`src/rtl/hls_run_ctrl.sv`:
```
// hls_run_ctrl: initiator for the ap_ctrl_hs block-level handshake of an HLS core.
// It accepts one run command (invocation count and per-invocation timeout) and launches
// the core that many times, one invocation at a time. It counts the total cycles and
// returns a single status response.
//
// Ports
//   ap_clk, ap_rst_n     clock; asynchronous active-low reset, released synchronously inside
//   cmd_valid/cmd_ready  command handshake; cmd_runs = invocations, cmd_timeout = cycle limit
//                        per invocation (0 disables the limit)
//   ap_start             start request to the core; registered
//   ap_done/idle/ready   status inputs from the core
//   busy                 high whenever the controller is not idle
//   rsp_valid/rsp_ready  response handshake; the rsp_* fields stay stable while valid
//   rsp_status           0 = OK, 1 = TIMEOUT, 2 = ZERO_RUNS
//   rsp_runs_done        number of invocations that completed (ap_done seen)
//   rsp_cycles           cycles from the first ap_start through the last ap_done; saturating
module hls_run_ctrl #(
  parameter int unsigned RUNS_W = 8,
  parameter int unsigned TO_W   = 16,
  parameter int unsigned CNT_W  = 32
) (
  input  logic              ap_clk,
  input  logic              ap_rst_n,
  input  logic              cmd_valid,
  output logic              cmd_ready,
  input  logic [RUNS_W-1:0] cmd_runs,
  input  logic [TO_W-1:0]   cmd_timeout,
  output logic              ap_start,
  input  logic              ap_done,
  input  logic              ap_idle,
  input  logic              ap_ready,
  output logic              busy,
  output logic              rsp_valid,
  input  logic              rsp_ready,
  output logic [1:0]        rsp_status,
  output logic [RUNS_W-1:0] rsp_runs_done,
  output logic [CNT_W-1:0]  rsp_cycles
);

  localparam logic [1:0] StatOk      = 2'd0;
  localparam logic [1:0] StatTimeout = 2'd1;
  localparam logic [1:0] StatZero    = 2'd2;

  typedef enum logic [2:0] {StIdle, StWaitIdle, StStart, StRun, StResp} state_e;

  state_e            state_q, state_d;
  logic [1:0]        rst_sync_q;
  logic              rst_int_n;
  logic              ap_start_q;
  logic [RUNS_W-1:0] runs_q, runs_done_q, runs_done_inc;
  logic [TO_W-1:0]   timeout_q, to_cnt_q;
  logic [TO_W:0]     to_cnt_inc;
  logic [CNT_W-1:0]  cyc_q;
  logic [1:0]        status_q;
  logic              cmd_fire, active, inv_done, last_run, to_hit, counting;

  // The reset asserts asynchronously and is released on a clock edge.
  always_ff @(posedge ap_clk or negedge ap_rst_n) begin
    if (!ap_rst_n) begin
      rst_sync_q <= 2'b00;
    end else begin
      rst_sync_q <= {rst_sync_q[0], 1'b1};
    end
  end
  assign rst_int_n = rst_sync_q[1];

  assign cmd_fire      = cmd_valid && cmd_ready;
  assign active        = (state_q == StStart) || (state_q == StRun);
  // In START, a done counts only together with ap_ready.
  assign inv_done      = ((state_q == StStart) && ap_ready && ap_done) ||
                         ((state_q == StRun) && ap_done);
  assign runs_done_inc = runs_done_q + RUNS_W'(1);
  assign last_run      = inv_done && (runs_done_inc == runs_q);
  // to_cnt_q is 0 in the first START cycle, so a limit of N trips in cycle N of the invocation.
  assign to_cnt_inc    = {1'b0, to_cnt_q} + (TO_W + 1)'(1);
  assign to_hit        = active && (timeout_q != '0) && (to_cnt_inc == {1'b0, timeout_q});
  // The total cycle count also runs through the WAIT_IDLE gaps after the first invocation.
  assign counting      = active || ((state_q == StWaitIdle) && (runs_done_q != '0));

  // State register
  always_ff @(posedge ap_clk or negedge rst_int_n) begin
    if (!rst_int_n) begin
      state_q <= StIdle;
    end else begin
      state_q <= state_d;
    end
  end

  // Next-state logic
  always_comb begin
    state_d = state_q;
    unique case (state_q)
      StIdle: begin
        if (cmd_fire) state_d = (cmd_runs == '0) ? StResp : StWaitIdle;
      end
      StWaitIdle: begin
        if (ap_idle) state_d = StStart;
      end
      StStart, StRun: begin
        // A done in the same cycle as the timeout takes priority.
        if (inv_done) begin
          state_d = last_run ? StResp : StWaitIdle;
        end else if (to_hit) begin
          state_d = StResp;
        end else if ((state_q == StStart) && ap_ready) begin
          state_d = StRun;
        end
      end
      StResp: begin
        if (rsp_ready) state_d = StIdle;
      end
      default: state_d = StIdle;
    endcase
  end

  // Outputs
  always_comb begin
    // Commands are held off until the internal reset is released, so none can be lost.
    cmd_ready = (state_q == StIdle) && rst_int_n;
    ap_start  = ap_start_q;
    busy      = (state_q != StIdle);
    rsp_valid = (state_q == StResp);
  end

  // Datapath registers
  always_ff @(posedge ap_clk or negedge rst_int_n) begin
    if (!rst_int_n) begin
      ap_start_q  <= 1'b0;
      runs_q      <= '0;
      runs_done_q <= '0;
      timeout_q   <= '0;
      to_cnt_q    <= '0;
      cyc_q       <= '0;
      status_q    <= StatOk;
    end else begin
      ap_start_q <= (state_d == StStart);
      if (cmd_fire) begin
        runs_q      <= cmd_runs;
        timeout_q   <= cmd_timeout;
        runs_done_q <= '0;
        cyc_q       <= '0;
        if (cmd_runs == '0) status_q <= StatZero;
      end
      if ((state_d == StStart) && (state_q != StStart)) begin
        to_cnt_q <= '0;
      end else if (active) begin
        to_cnt_q <= to_cnt_q + TO_W'(1);
      end
      if (inv_done) runs_done_q <= runs_done_inc;
      if (last_run) begin
        status_q <= StatOk;
      end else if (to_hit && !inv_done) begin
        status_q <= StatTimeout;
      end
      if (counting && (cyc_q != '1)) cyc_q <= cyc_q + CNT_W'(1);
    end
  end

  assign rsp_status    = status_q;
  assign rsp_runs_done = runs_done_q;
  assign rsp_cycles    = cyc_q;

endmodule

```
`config.mk`:
```
export PLATFORM = sky130hd
export DESIGN_NAME = hls_run_ctrl
export DESIGN_NICKNAME = d
export VERILOG_FILES = /design/src/rtl/hls_run_ctrl.sv
export SDC_FILE = /design/constraint.sdc
export NUM_CORES = 1
export LEC_CHECK = 0
export ABC_CLOCK_PERIOD_IN_PS = 3160
export BUFFER_PORTS_ARGS = -buffer_cell sky130_fd_sc_hd__buf_2
export CORE_MARGIN = 2
export CORE_UTILIZATION = 40
export CTS_CLUSTER_SIZE = 16
export DETAILED_ROUTE_END_ITERATION = 7
export GPL_ROUTABILITY_DRIVEN = 0
export PLACE_DENSITY = 0.64
export SETUP_SLACK_MARGIN = 0.4
export SYNTH_ARGS = -nofsm -noshare
export SYNTH_HDL_FRONTEND = slang
export SYNTH_SLANG_ARGS = --single-unit
```
`constraint.sdc`:
```
create_clock -name ap_clk -period 3.16 [get_ports ap_clk]
set_input_delay 0.316 -clock ap_clk [delete_from_list [all_inputs] [get_ports ap_clk]]
set_output_delay 0.316 -clock ap_clk [all_outputs]
set_load 0.03 [all_outputs]
```
==> summary.md <==
| Metric | Value |
|---|---|
| Status | `completed` |
| Maximum level of the CTS H-tree | `3` |
| Die Area | `0.0134 mm²` |
| Clk_lat worst skew | `350 ps` |
| Post-DP HPWL | `8480 µm` |
| Maximum number of pins on one net before global-route repair | `46` |
| Max Clk Rate | `0.384 GHz` |
| Die W | `116 µm` |
| Commonest cells post-synth | `dfrtp_1 (88), nand2_1 (49), nor2_1 (32), a31oi_1 (30), xnor2_1 (30)` |
| Synth Area per Inst | `9.63 µm²` |
| Dominant synthesized flop cell | `dfrtp_1` |
| Minimum clock period | `2610 ps` |
| Antenna Nets Post-Route | `0` |
| Count leader, synth | `dfrtp_1` |
| Grt total ovfl | `0` |
| Asr flop ratio synth | `100%` |
| Pre-Repair DR Iteration Count | `5` |
| Final wirelength | `12800 µm` |
| Sequential area share after synthesis | `44.2%` |
| Crit start category | `flop` |
| Total GRT Usage | `20.1%` |
| Final Worst Setup Slack | `554 ps` |
| Ys Warns | `0` |
| Hold Fails Final Rpt | `0` |
| Register cell area after layout | `0.00221 mm²` |
| Crit Path Max Fanout | `8` |
| Share of the synthesized area in the top cell type | `44.2%` |
| Max-cap check violation count | `0` |
| Antenna diodes | `0` |
| Die height | `116 µm` |
| Layout cells sized above 1 | `23.6%` |
| Crit-path cells | `ha_1 > nand3_2 > or4_1 > o2111a_1 > a311oi_1 > and4_1 > o21ai_0` |
| FP Rows | `40` |
| Routed len/inst | `16.7 µm` |
| Crit end category | `flop` |
| Final setup TNS | `0 ps` |
| Final setup viols | `0` |
| Count of state elements after synthesis | `88` |
| Sink Count | `88` |
| CTS buffer count | `9` |
| Worst clock skew | `6.52 ps` |
| Routed via count | `4298` |
| Pwr Density | `960 mW/mm²` |
| Worst vdd ir | `0.000537 V` |
| Fin crit share | `82.5%` |
| RSZ-0062 raised after global routing | `yes` |
| Slowest library cell on the worst path | `or4_1` |
| Final Max Tran Viols | `0` |
| Worst-Margin Slew | `790 ps` |
| Synth Net Count | `552` |
| Initial antenna violation count | `0` |
| Synth unique cells | `60` |
| WS Path Type | `reg2reg` |
| Vias in the first global route | `4120` |
| Core Box Area | `0.0121 mm²` |
| Pre-CTS WS | `347 ps` |
| TritonCTS clock tree | `done` |
| Slew HR | `46.9%` |
| Crit-path leading delay family | `simple AND/OR/NAND/NOR gates` |
| Area of the multi-input gates | `0.00266 mm²` |
| Fill count | `1134` |
| Leakage | `2.63 nW` |
| Final #Nets | `628` |
| EDFF count, synth | `0` |
| Delay of the slowest critical-path stage | `560 ps` |
| Syn Inst Count | `517` |
| Clock slew at reported path FFs | `70 ps` |
| First-pass GRT wire length | `21000 µm` |
| Hold WC Path Type | `in2reg` |
| Port buffer count | `76` |
| Vias per cell | `5.61` |
| Initial DRC Count | `210` |
| P&R area growth vs syn | `18.3%` |
| CTS root buf | `clkbuf_16` |
| Area of the mapped netlist | `0.00498 mm²` |
| Max clock buf depth | `2` |
| Largest area contributor in the netlist | `dfrtp_1` |
| Worst Path Required | `3380 ps` |
| Synth area leaders | `dfrtp_1 (44%), mux2_2 (5.4%), xnor2_1 (5.3%)` |
| Crit path buf inv count | `0` |
| Starting Density | `41.3%` |
| Drt drc | `0` |
| Critical path arrival | `2830 ps` |
| I/O pins | `77` |
## metal layers
layer  wire [µm]  GRT usage (%)
met5           0              0
met4         279           8.67
met3         805           4.13
met2        6050           31.3
met1        5630           27.1
## per-stage QoR
step | util [%] | power (mW) | hold slack, ps | cells | instance area, µm²
after floorplan | - | 3.83 | 20.4 | 517 | 4980
after global placement | 45.7 | 4.38 | 103 | 745 | 5510
after detailed placement | 45.7 | 4.46 | 103 | 745 | 5510
after CTS | 48.5 | 5.62 | 187 | 764 | 5850
after global routing | 48.8 | 6.04 | 195 | 766 | 5890
final | 48.8 | 5.65 | 196 | 766 | 5890
## cell usage in the layout, fill, tap and decap left out, drive strengths merged, types with 3 or more instances in the layout
cell       n
a22o       3
xor2      13
a41oi      8
or4        6
nor2      32
nand4     13
o21ai     24
and4       6
a21o       3
a21oi     22
ha         4
inv       13
xnor2     30
a211oi     5
nand3     28
nor4      17
clkbuf    11
clkinvlp   3
buf       86
dfrtp     88
a21bo      3
and2       3
nor3      14
and3      16
a31oi     34
nand2b     8
mux2      24
nand2     49
## report_power, final
group	internal (mW)	switching, mW	total, mW	leakage [nW]
registers	1.51	0.545	2.06	1.15
clock network	0.612	0.462	1.07	0.132
logic	0.961	1.55	2.51	1.35
## final timing paths
path	start	endpoint	slack, ps	depth (start not counted)
worst min-delay path	cmd_timeout[9]	timeout_q[9]	200	2
min in group asynchronous	ap_rst_n	rst_sync_q[1]	270	2
max in group asynchronous	rst_sync_q[1]	rsp_cycles[21]	1730	2
worst max-delay path	to_cnt_q[0]	state_q[1]	550	7
worst min register to register	rst_sync_q[0]	rst_sync_q[1]	350	0
worst max register to register	to_cnt_q[0]	state_q[1]	550	7
## flip-flops by register name (all words and copies together) (netlist names)
register	count
runs_q	8
rst_sync_q	2
state_q	3
ap_start	1
timeout_q	16
rsp_runs_done	8
rsp_status	2
rsp_cycles	32
to_cnt_q	16
## repair_timing
| item | CTS | global route |
|---|---|---|
| setup buffers | 0 | 1 |
| pin swaps | 1 | 2 |
| endpoints found under the hold margin | 2 | 0 |
| endpoints found under the setup margin | 11 | 36 |
| gates cloned | 2 | 1 |
| hold buffers | 1 | 0 |
| resized for setup | 1 | 4 |
## kinds of logic (layout without fill, tap and decap cells)
family,Yosys count,in the layout,share of synthesized area (%)
xor gates and xnor gates,45,45,8.50
AOI/OAI and AO/OA,116,119,15.4
other,1,1,0.0753
buffers and inverters,38,116,3.72
and+or+nand+nor,200,200,21.4
DFF,88,88,44.2
muxes,25,25,5.63
adders and majority gates,4,4,1.01
## cell type report
type                            instances  share of cell area (%)
Tap cell                              168                    3.57
Inverter                               13                   0.829
Timing Repair Buffer                   87                    7.97
Sequential cell                        88                    37.5
Multi-Input combinational cell        394                    45.2
Clock buffer                           11                    3.95
Clock inverter                          5                   0.978
(Power assumes the default switching activity.)
